$ cat config.mk
export PLATFORM = sky130hd
export DESIGN_NAME = gen_ram_wren
export DESIGN_NICKNAME = d
export VERILOG_FILES = /design/src/rtl/gen_ram_wren_pkg.sv /design/src/rtl/gen_ram_occupancy.sv /design/src/rtl/gen_ram_wren.sv
export SDC_FILE = /design/constraint.sdc
export NUM_CORES = 1
export LEC_CHECK = 0
export BUFFER_PORTS_ARGS = -buffer_cell sky130_fd_sc_hd__buf_2
export CORE_UTILIZATION = 46
export DETAILED_ROUTE_END_ITERATION = 8
export GPL_TIMING_DRIVEN = 0
export PLACE_DENSITY = 0.85
export SETUP_SLACK_MARGIN = 0.4
export SLEW_MARGIN = 20
export SYNTH_ARGS = -nofsm -noshare
export SYNTH_HDL_FRONTEND = slang
export SYNTH_SLANG_ARGS = --single-unit
$ cat constraint.sdc
create_clock -name clk -period 2.1 [get_ports clk]
set_input_delay 0.42 -clock clk [delete_from_list [all_inputs] [get_ports clk]]
set_output_delay 0.42 -clock clk [all_outputs]
set_load 0.02 [all_outputs]
$ cat src/rtl/gen_ram_wren_pkg.sv
// Shared constants and helpers for the three-RAM line-buffer sequencers.
// Also imported by the read-side sequencer.
package gen_ram_wren_pkg;

  localparam int NUM_RAMS = 3;

  localparam logic [1:0] RAM_A = 2'd0;
  localparam logic [1:0] RAM_B = 2'd1;
  localparam logic [1:0] RAM_C = 2'd2;

  // Round-robin step A -> B -> C -> A; code 3 never occurs but maps to A.
  function automatic logic [1:0] mod3_inc(input logic [1:0] sel);
    logic [1:0] nxt;
    if (sel == RAM_C || sel == 2'd3) nxt = RAM_A;
    else                             nxt = sel + 2'd1;
    return nxt;
  endfunction

endpackage

$ cat src/rtl/gen_ram_occupancy.sv
// Complete-line occupancy counter with oldest-line RAM select.
// Shared between the write and read sides of the line buffer.
module gen_ram_occupancy
  import gen_ram_wren_pkg::*;
(
  input  logic       clk,
  input  logic       sclr,
  input  logic       inc,
  input  logic       dec,
  output logic [1:0] lines_full,
  output logic [1:0] rd_sel,
  output logic       line_rdy,
  output logic       full
);

  logic dec_eff;
  logic inc_eff;

  // A release with nothing buffered is ignored; a fill when full is only
  // legal if a release lands in the same cycle.
  assign dec_eff = dec & (lines_full != 2'd0);
  assign inc_eff = inc & (~full | dec_eff);

  always_ff @(posedge clk) begin
    if (sclr) begin
      lines_full <= 2'd0;
      rd_sel     <= RAM_A;
    end else begin
      case ({inc_eff, dec_eff})
        2'b10:   lines_full <= lines_full + 2'd1;
        2'b01:   lines_full <= lines_full - 2'd1;
        default: lines_full <= lines_full;
      endcase
      if (dec_eff) rd_sel <= mod3_inc(rd_sel);
    end
  end

  assign line_rdy = (lines_full != 2'd0);
  assign full     = (lines_full == 2'(NUM_RAMS));

endmodule

$ cat src/rtl/gen_ram_wren.sv
// Write-side sequencer: steers the incoming word stream into RAM A/B/C one
// line at a time and stalls upstream when every RAM holds an unread line.
module gen_ram_wren
  import gen_ram_wren_pkg::*;
#(
  parameter int ADDR_W = 5
) (
  input  logic              clk,
  input  logic              sclr,
  input  logic              din_valid,
  input  logic              rd_line_done,
  output logic              rama_wren,
  output logic              ramb_wren,
  output logic              ramc_wren,
  output logic [1:0]        wr_sel,
  output logic [1:0]        rd_sel,
  output logic [ADDR_W-1:0] word_cnt,
  output logic [1:0]        lines_full,
  output logic              line_rdy,
  output logic              wr_stall,
  output logic              line_end,
  output logic              overflow
);

  logic accept;
  logic line_done;

  assign accept    = din_valid & ~wr_stall;
  assign line_done = accept & (&word_cnt);

  assign rama_wren = accept & (wr_sel == RAM_A);
  assign ramb_wren = accept & (wr_sel == RAM_B);
  assign ramc_wren = accept & (wr_sel == RAM_C);

  // word_cnt wraps naturally at 2**ADDR_W, mirroring the downstream address.
  always_ff @(posedge clk) begin
    if (sclr) begin
      word_cnt <= '0;
      wr_sel   <= RAM_A;
      line_end <= 1'b0;
      overflow <= 1'b0;
    end else begin
      if (accept)    word_cnt <= word_cnt + ADDR_W'(1);
      if (line_done) wr_sel   <= mod3_inc(wr_sel);
      line_end <= line_done;
      if (din_valid & wr_stall) overflow <= 1'b1;
    end
  end

  gen_ram_occupancy u_occupancy (
    .clk        (clk),
    .sclr       (sclr),
    .inc        (line_done),
    .dec        (rd_line_done),
    .lines_full (lines_full),
    .rd_sel     (rd_sel),
    .line_rdy   (line_rdy),
    .full       (wr_stall)
  );

endmodule

Word-level counts from Yosys, hierarchy flattened. Cells that the tools add are included.

Add/subtract/negate cells: 5. Eq/ne operators: 8. Multiplexer cells: 3. Bitwise gates (word level): 10. Reduce and logical (&&, ||, !) cells: 6.

Operators with widths (number): equality test 2 bit, second input constant (6); bitwise AND 1 bit (8); adder 2 x 1 -> 2 bit, second input constant (3); adder 5 x 1 -> 5 bit, second input constant (1); AND reduction 5 bit (1); equality test 2 x 1 -> 1 bit, second input constant (2); 2-to-1 mux 2 bit (2); case mux 2 bit (2 select lines) (1); nonzero test 2 bit (2); logical NOT 2 bit (1); logical OR 1 bit (2); subtractor 2 x 1 -> 2 bit, second input constant (1); NOT 1 bit (1); bitwise OR 1 bit (1).

Register bits: 13. Output and inout bits: 18. Logic and storage cells: 38.

Logic depth before layout (Yosys ltp). Gate-level depths: netlist (run 1).

Word-level depth: 7. Gate-level depth with buffers: 8. Mapped depth without buffers: 8.

By module. From an unflattened synthesis (run 1), not the netlist that was laid out.

Cells, all modules: 67. Area total of the unflattened synthesis: 601.8 um2.

By module, submodules not included: gen_ram_wren (instances 1, cells an instance 42, area an instance 390.4 um2, sequential area each 180.2 um2); gen_ram_occupancy (instances 1, cells an instance 25, area an instance 211.5 um2, sequential area each 80.1 um2).

Worst setup path after synthesis (run 1). OpenSTA, ideal clock, no wires.

Path kind: register -> register. Start point: reg word_cnt[0]. End point: reg u_occupancy.lines_full[1]. Data arrival time: 1839 ps. Setup slack: 191 ps. Cell stages (with the launch flop): 8. Buffers on the path: 0. Period minus slack after synthesis: 1909 ps. Path through: dfxtp_1 ha_1 and3_1 ha_1 nand2_1 ha_1 or3_1 a21oi_1.

Longest elaborated chain between the ends: 5. Elaborated cells between the ends (all ways): 7. Those cells by class: eq/ne (2); mux (1); bitwise (2); reduce/logical (2).

RTL lines: start, declared (line gen_ram_wren.sv:17) `output logic [ADDR_W-1:0] word_cnt,`; start signal, assigned (line gen_ram_wren.sv:43) `if (accept) word_cnt <= word_cnt + ADDR_W'(1);`; AND reduction 5 bit (*) (line gen_ram_wren.sv:29) `assign line_done = accept & (&word_cnt);`; bitwise AND 1 bit (*) (line gen_ram_wren.sv:29); bitwise AND 1 bit (*) (line gen_ram_occupancy.sv:22) `assign inc_eff = inc & (~full | dec_eff);`; equality test 2 x 1 -> 1 bit / equality test 2 bit (equally long branches) (line gen_ram_occupancy.sv:29) `case ({inc_eff, dec_eff})`; case mux 2 bit (2 select lines) / nonzero test 2 bit (equally long branches); end signal, assigned (line gen_ram_occupancy.sv:30) `2'b10: lines_full <= lines_full + 2'd1;`; end signal, assigned (line gen_ram_occupancy.sv:31) `2'b01: lines_full <= lines_full - 2'd1;`; end signal, assigned (line gen_ram_occupancy.sv:32) `default: lines_full <= lines_full;`; end, declared (line gen_ram_occupancy.sv:10) `output logic [1:0] lines_full,`.

Every way passes the cells marked *; elsewhere a longest branch is shown, timed or not. A chain may end at the register's enable or synchronous reset.

Worst setup path after layout (run 1).
Start point: reg word_cnt[1]. End point: reg u_occupancy.lines_full[1].

The elaborated chain is that of the path after synthesis.

==> results of run 1 <==
==> state kept, by name, summed over array words and instances, names as in the netlist <==
name / cells
u_occupancy.rd_sel: 2
u_occupancy.lines_full: 2
overflow: 1
word_cnt: 5
line_end: 1
wr_sel: 2
==> cells in the mapped netlist <==
| library cell | number |
|---|---|
| dfxtp_1 | 13 |
| a21oi_1 | 9 |
| nand2_1 | 6 |
| nor2_1 | 5 |
| o21ai_0 | 5 |
| inv_1 | 4 |
| ha_1 | 3 |
| or3_1 | 3 |
| and3_1 | 2 |
| buf_6 | 2 |
| nor3b_1 | 2 |
| xnor2_1 | 2 |
| a21bo_1 | 1 |
| a21boi_2 | 1 |
| a21o_1 | 1 |
| and2_2 | 1 |
| buf_2 | 1 |
| mux2i_1 | 1 |
| nand3_1 | 1 |
| nand4b_1 | 1 |
| nor2b_1 | 1 |
| nor3_1 | 1 |
| or2_2 | 1 |
| or4_1 | 1 |
| xor2_1 | 1 |
==> routing by layer <==
layer	up-vias	track usage [%]
met5	-	0
li1	303	-
met1	300	22.7
met2	19	40.7
met3	4	3.49
met4	0	12.1
==> worst max-delay path, delay by kind of cell, from the launching register on <==
| family | cells | cell delay (ns) |
|---|---|---|
| AND/OR/NAND/NOR | 3 | 0.64 |
| adder cells (fa/ha/maj) | 3 | 0.44 |
| flip-flops | 1 | 0.37 |
| XOR/XNOR | 1 | 0.14 |
| AO/OA/AOI/OAI | 1 | 0.13 |
==> kinds of logic (layout without fill, tap and decap cells) <==
logic type	Yosys count	after routing	share of synthesized area [%]
compound gates	17	17	16.2
xor+xnor	3	3	4.31
fa+ha+maj	3	3	6.16
buf+inv	7	40	6.98
flops	13	13	42.7
mux	1	1	1.64
simple gates	25	25	22.0
==> metrics by stage <==
step | power [mW] | area [um2]
after global placement | 0.295 | 762
after floorplan | 0.284 | 639
after detailed placement | 0.296 | 762
after CTS | 0.451 | 830
after global routing | 0.483 | 931
final | 0.464 | 931
==> where the power goes <==
group	switching, mW	internal (mW)
sequential	0.00457	0.251
combinational	0.0280	0.0261
clock	0.0809	0.0735
total	0.113	0.350
==> layout make-up <==
cell class                      count  area, um2  share of cell area, %
Clock buffer                        4       26.3                   2.82
Tap cell                           14       17.5                   1.88
Timing Repair Buffer               29        176                   19.0
Multi-Input combinational cell     49        400                   43.0
Buffer                              3       27.5                   2.96
Sequential cell                    13        268                   28.8
Inverter                            4       15.0                   1.61
==> worst paths after layout <==
check,from,to,slack [ns],cells after the start
setup / recovery,word_cnt[1],u_occupancy.lines_full[1],0.31,8
hold / removal,sclr,u_occupancy.lines_full[1],0.35,2
setup reg to reg,word_cnt[1],u_occupancy.lines_full[1],0.31,8
hold reg to reg,overflow,overflow,0.48,2
==> repair_timing <==
item                                   in CTS  in global routing
setup endpoints to repair                   4                  4
hold buffers                                0                  0
setup buffers                               4                  4
gates resized for setup                     5                 14
endpoints found under the hold margin       0                  0
pin swaps                                   1                  4
==> impl_metrics.yaml, run 1 <==
run_status:
  status: "complete, no violations"
flow_run:
  cap_violations: 0
finish:
  antennaDiodeCount: 0
  mostFrequentLayoutCell: "buf_2"
  final_util_pct: 79.5
  layout-drive-gt1-share_pct: 52.0
  final_cell_mix: "buf_2, buf_4, dfxtp_1, a21oi_1"
  finalNonFillerCells: 116
  fillerInstances: 79
  nets: 110
  syn_to_final_growth_pct: 52.8
clock_tree:
  htree_levels: 1
  cts.sinks: 13
  clock_latency_ns: 0.27
  clk_path_buf_depth: 2
  cts_buffers: 3
  clk_pin_slew_ns: 0.08
  cts_root_buf: "clkbuf_4"
  cts_tree: "done"
synthesis:
  yosys.area.top_type: "dfxtp_1"
  yosys_warnings: 0
  yosys.cell_types.count: 25
  seq_area_frac_synth_pct: 42.7
  netlist_area_um2: 609
  yosysTopAreaCellShare_pct: 42.7
  syn_avg_cell_area_um2: 8.83
  synth.area.top_cells: "dfxtp_1, a21oi_1, ha_1, o21ai_0, buf_6"
  synth_nets: 76
  yosys_register_bits: 13
  syn-instance-count: 69
sta:
  maxSlewViolCount: 0
  rsz0062_at_grt: "yes"
  finalSetupViolCount: 0
  tightestPinTransition_ns: 0.287
  setup_tns_ns: 0
  hold_viol_final: 0
  finClkSkew_ns: 0.00403
  setup_slack_ns: 0.307
  slew_headroom_pct: 80.8
  min_period_ns: 1.79
  holdWs_ns: 0.354
  finalCritPeriodShare_pct: 85.4
  fmax_mhz: 558
worst_setup_path:
  crit_type: "reg -> reg"
  max_stage_delay_ns: 0.40
  cp_data_required_time_ns: 2.30
  slowest_stage: "or3_1"
  crit_chain: "ha_4 > and3_4 > ha_4 > nand2_4 > ha_4 > xnor2_2 > or3_1 > a21oi_2"
  start_kind: "flop"
  critPathMaxFanout: 3
  crit_path_frequent_cell: "ha_4"
  cp-end-kind: "flop"
  cp.arrival_ns: 2.00
floorplan:
  num_rows: 12
  chipWidth_um: 38.4
  io_pins: 22
  core_area_um2: 1170
  die_area_um2: 1470
  die_h_um: 38.4
  initial_core_util_pct: 52.0
placement:
  dp.cells: 104
  dp_hpwl_um: 888
  gp_congestion: 0.659
  port_buffers: 21
  dp_slack_ns: 0.288
hold_path:
  worstHoldPathType: "in -> reg"
global_route:
  grt_usage_pct: 21.8
  antenna_found_initial: 0
  grt_max_degree: 11
  grt_pass1_wl_um: 2140
  grt_pass1_vias: 516
  overflow: 0
detailed_routing:
  viasPerCell: 5.40
  routed.top_layer: "met4"
  routedWlPerCell_um: 14.7
  drc: 0
  routedLengthMet1_um: 663
  detail-route-antenna-nets: 0
  dr.pass1.iters: 4
  wl_um: 1700
  met3WireLength_um: 56
  wl_met2_um: 958
  drt_iter0_drc: 13
  num_vias: 626
power_and_ir_drop:
  p_leak_nw: 0.438
  ir_drop_uv: 444
  power_density_nw_per_um2: 498
No activity file was read; power rests on OpenSTA's default activity.
==> run 2, diff against run 1 <==
Clock period 2.1 ns to 2 ns, I/O delays scaled along.
==> run 2 against run 1 <==
  * Critical path depth decreased by 3
  * Routed wire length decreased by 13%
  * First-iteration DRC count decreased by 85%
  * Sequential share of layout area increased by 1.8 points
  * Critical path type is now reg -> out
  * Worst hold slack got worse by 0.036 ns
  * Non-clock buffer count decreased by 3
==> impl_metrics.yaml, run 2 (synthesized netlist as in run 1, its figures left out) <==
floorplan:
  core_area_um2: 1170
  io_pins: 22
  initial_core_util_pct: 52.0
  die_h_um: 38.4
  chipWidth_um: 38.4
  num_rows: 12
  die_area_um2: 1470
run_status:
  status: "complete, no violations"
sta:
  finalCritPeriodShare_pct: 87.4
  fmax_mhz: 572
  finClkSkew_ns: 0.00394
  finalSetupViolCount: 0
  slew_headroom_pct: 80.3
  hold_viol_final: 0
  maxSlewViolCount: 0
  min_period_ns: 1.75
  setup_tns_ns: 0
  rsz0062_at_grt: "yes"
  tightestPinTransition_ns: 0.294
power_and_ir_drop:
  p_leak_nw: 0.417
  p_sw_share_pct: 24.0
  ir_drop_uv: 347
  p_sw_mw: 0.114
  pwr-share-clk_pct: 33.7
  total_power_mw: 0.476
  internal_power_mw: 0.362
  seq_power_share_pct: 56.3
  power_density_nw_per_um2: 538
  p_comb_share_pct: 10.0
finish:
  largest_reg_flops: 5
  top_register: "word_cnt"
  syn_to_final_growth_pct: 45.2
  layout-drive-gt1-share_pct: 49.5
  mostFrequentLayoutCell: "buf_2"
  fillerInstances: 94
  nets: 107
  antennaDiodeCount: 0
  final_cell_mix: "buf_2, dfxtp_1, buf_4, a21oi_1"
clock_tree:
  clk_path_buf_depth: 2
  clk_pin_slew_ns: 0.08
  cts.sinks: 13
  postCtsHoldBufs: 0
  clock_latency_ns: 0.27
  htree_levels: 1
  cts_root_buf: "clkbuf_4"
  cts_tree: "done"
  cts_buffers: 3
worst_setup_path:
  cp.arrival_ns: 1.35
  crit_type: "reg -> out"
  cp-end-kind: "output pin"
  start_kind: "flop"
  critPathMaxFanout: 7
  cp_data_required_time_ns: 1.60
detailed_routing:
  wl_um: 1480
  dr.pass1.iters: 2
  routedWlPerCell_um: 13.1
  viasPerCell: 5.22
  num_vias: 590
  drt_iter0_drc: 2
  drc: 0
  detail-route-antenna-nets: 0
global_route:
  grt_pass1_wl_um: 2200
  grt_pass1_vias: 530
  grt_max_degree: 11
  overflow: 0
  antenna_found_initial: 0
  grt_usage_pct: 21.8
flow_run:
  cap_violations: 0
placement:
  port_buffers: 21
  dp_hpwl_um: 946
  gp_congestion: 0.618
hold_path:
  worstHoldPathType: "in -> reg"
## run 2: worst paths after layout
kind / from / end / slack (ns) / cells after the start
setup reg to reg: word_cnt[1] / u_occupancy.lines_full[1] / 0.27 / 7
setup / recovery: u_occupancy.lines_full[0] / ramb_wren / 0.25 / 5
hold / removal: sclr / u_occupancy.lines_full[1] / 0.32 / 2
hold reg to reg: word_cnt[4] / word_cnt[4] / 0.49 / 2
## run 2: power groups by stage
stage | clock [mW] | sequential, mW | combinational [mW]
floorplan | 0 | 0.278 | 0.0206
global placement | 0 | 0.273 | 0.0374
detailed placement | 0 | 0.274 | 0.0384
CTS | 0.168 | 0.266 | 0.0451
global route | 0.185 | 0.268 | 0.0526
finish | 0.160 | 0.268 | 0.0475
## run 2: repair_timing
item,CTS,global route
pin swaps,4,3
endpoints found under the setup margin,4,7
buffers inserted,5,0
gates resized for setup,4,10
hold endpoints to repair,0,0
## run 2: cell type report
cell class	count	area, um2	area share (%)
Buffer	3	27.5	3.11
Clock buffer	4	26.3	2.97
Inverter	4	15.0	1.70
Multi-Input combinational cell	49	372	42.0
Sequential cell	13	270	30.6
Tap cell	14	17.5	1.98
Timing Repair Buffer	26	156	17.7
## run 2: per-stage QoR
| step | cells | worst slack (ns) | hold WS (ns) | utilization (%) | instance area (um2) |
|---|---|---|---|---|---|
| after CTS | 113 | 0.223 | 0.319 | 71.9 | 842 |
| after global routing | 113 | 0.186 | 0.306 | 75.5 | 885 |
| after global placement | 104 | 0.251 | 0.445 | 65.7 | 769 |
| after floorplan | 69 | 0.267 | 0.469 | - | 647 |
| after detailed placement | 104 | 0.203 | 0.470 | 65.7 | 769 |
| final | 113 | 0.251 | 0.318 | 75.5 | 885 |
## run 2: critical path, stage by stage (launching register included)
cell     delay, ns
dfxtp_2       0.33
buf_6         0.13
a21bo_1       0.17
buf_6         0.12
nor3b_2       0.16
buf_4         0.16
## run 2: layer usage
layer,share of wire (%),GRT usage [%]
met5,0,0
met4,0,7.76
met3,4.5,5.23
met2,51,39.0
met1,45,25.0
==> run 3, diff against run 2 <==
Settings changed: BUFFER_PORTS_ARGS -buffer_cell sky130_fd_sc_hd__buf_2 to unset, CORE_AREA set to 2 2 39 41, CORE_UTILIZATION 46 to unset, DIE_AREA set to 0 0 41 43, DONT_BUFFER_PORTS set to 1, PLACE_DENSITY 0.85 to 0.7, TNS_END_PERCENT set to 20.
==> run 3 against run 2 <==
  * Final cell count shrank 19%
  * Clock power is essentially flat
  * Sequential cell count is the same
  * Final area shrank 14%
  * Critical path depth grew 3
  * Via count shrank 16%
  * Die area grew 20%
  * Non-clock buffer count shrank 24
  * Clock skew shrank 0.00070 ns
==> impl_metrics.yaml, run 3 (synthesized netlist as in run 1, its figures left out) <==
run_status:
  status: "complete, no violations"
sta:
  setup_tns_ns: 0
  min_period_ns: 1.79
  rsz0062_at_grt: "yes"
  hold_viol_final: 0
  holdWs_ns: 0.175
  tightestPinTransition_ns: 0.485
  setup_slack_ns: 0.214
  finalSetupViolCount: 0
  fmax_mhz: 560
  maxSlewViolCount: 0
  finalCritPeriodShare_pct: 89.3
  finClkSkew_ns: 0.00324
  slew_headroom_pct: 67.6
hold_path:
  hold_depth: 1
  min_from: "sclr"
  min_to: "u_occupancy.lines_full[1]"
  worstHoldPathType: "in -> reg"
detailed_routing:
  drc: 0
  routedWlPerCell_um: 13.3
  met3WireLength_um: 71
  dr.pass1.iters: 2
  routed.top_layer: "met4"
  num_vias: 498
  drt_iter0_drc: 2
  viasPerCell: 5.47
  detail-route-antenna-nets: 0
  wl_met2_um: 600
  wl_um: 1210
  routedLengthMet1_um: 516
worst_setup_path:
  start_kind: "flop"
  r2r_start: "word_cnt[0]"
  crit_type: "reg -> reg"
  crit_path_frequent_cell: "ha_4"
  cp.arrival_ns: 1.99
  reg2regPathDepth: 8
  cp_data_required_time_ns: 2.20
  max_stage_delay_ns: 0.42
  slowest_stage: "dfxtp_4"
  critPathMaxFanout: 4
  rrSetupSlack_ns: 0.21
  reg2reg_to: "u_occupancy.lines_full[1]"
  cp-end-kind: "flop"
  crit_chain: "ha_4 > and3_4 > ha_2 > nand2_2 > ha_4 > xnor2_1 > or3_1 > a21oi_2"
finish:
  antennaDiodeCount: 0
  nets: 83
  top_register: "word_cnt"
  fin_area_um2: 764
  finalNonFillerCells: 91
  final_cell_mix: "a21oi_1, dfxtp_1, nand2_1, nor2_1"
  syn_to_final_growth_pct: 25.5
  layout-drive-gt1-share_pct: 33.3
  largest_reg_flops: 5
power_and_ir_drop:
  ir_drop_uv: 335
  seq_power_share_pct: 59.0
  p_sw_share_pct: 24.0
  pwr-share-clk_pct: 34.6
  internal_power_mw: 0.352
  p_sw_mw: 0.111
  p_leak_nw: 0.285
  power_density_nw_per_um2: 606
  p_comb_share_pct: 6.4
placement:
  dp_hpwl_um: 805
  port_buffers: 0
  dp.cells: 85
  postPlaceCellArea_um2: 657
  gp_congestion: 0.619
  dp_slack_ns: 0.189
clock_tree:
  cts.sinks: 13
  clock_latency_ns: 0.27
  cts_root_buf: "clkbuf_4"
  clk_path_buf_depth: 2
  postCtsHoldBufs: 0
  clk_pin_slew_ns: 0.08
  cts_tree: "done"
  cts_buffers: 3
  htree_levels: 1
floorplan:
  die_h_um: 43
  initial_core_util_pct: 44.0
  die_area_um2: 1760
  chipWidth_um: 41
  core_area_um2: 1380
  io_pins: 22
  num_rows: 14
global_route:
  grt_pass1_vias: 482
  antenna_found_initial: 0
  grt_max_degree: 11
  grt_pass1_wl_um: 1980
  grt_usage_pct: 17.1
  overflow: 0
flow_run:
  cap_violations: 0
-- run 3: cell types whose count changed in the layout (fill, tap and decap cells not counted), moves of 2 or more --
| cell | delta |
|---|---|
| buf_2 | -17 |
| nor3b_2 | -2 |
| nor3b_4 | +2 |
| buf_4 | -6 |
-- run 3: stage by stage --
step / util [%] / total power [mW]
after floorplan: - / 0.298
after global placement: 47.5 / 0.303
after detailed placement: 47.5 / 0.304
after CTS: 54.5 / 0.471
after global routing: 55.2 / 0.488
final: 55.2 / 0.464
-- run 3: worst max-delay path by stage --
stage                                    from                        end  slack [ns]  cells past startpoint
floorplan           u_occupancy.lines_full[0]                  ramc_wren        0.26                      4
global placement                  word_cnt[1]  u_occupancy.lines_full[1]        0.19                      8
detailed placement                word_cnt[1]  u_occupancy.lines_full[1]        0.19                      7
CTS                 u_occupancy.lines_full[0]                  ramb_wren        0.23                      4
global route                      word_cnt[0]  u_occupancy.lines_full[1]        0.15                      8
finish                            word_cnt[0]  u_occupancy.lines_full[1]        0.21                      8
-- run 3: metal layers --
metal / GRT usage [%] / up-vias
li1: - / 250
met1: 21.0 / 232
met2: 24.1 / 14
met3: 5.24 / 2
met4: 12.0 / 0
met5: 0 / -
-- run 3: power by group through the flow --
stage	registers (mW)	logic, mW	clock network (mW)
final	0.274	0.0295	0.161
after detailed placement	0.280	0.0241	0
after CTS	0.273	0.0300	0.168
after global routing	0.274	0.0325	0.181
after floorplan	0.278	0.0200	0
after global placement	0.279	0.0234	0
-- run 3: layout make-up --
type | count | area [um2]
Fill cell | 131 | 619
Multi-Input combinational cell | 49 | 387
Sequential cell | 13 | 274
Buffer | 3 | 27.5
Clock buffer | 4 | 26.3
Tap cell | 16 | 20.0
Timing Repair Buffer | 2 | 15.0
Inverter | 4 | 15.0
-- run 3: what timing repair did --
item,4_1_cts,5_1_grt
gates resized for setup,12,3
setup endpoints to repair,6,6
buffers inserted,2,0
pin swaps,2,0
-- run 3: critical path: cells and delay by family (launching register included) --
kind,cells,cell delay [ns]
AO/OA/AOI/OAI,1,0.12
flip-flops,1,0.42
adder cells (fa/ha/maj),3,0.50
XOR/XNOR,1,0.12
AND/OR/NAND/NOR,3,0.58
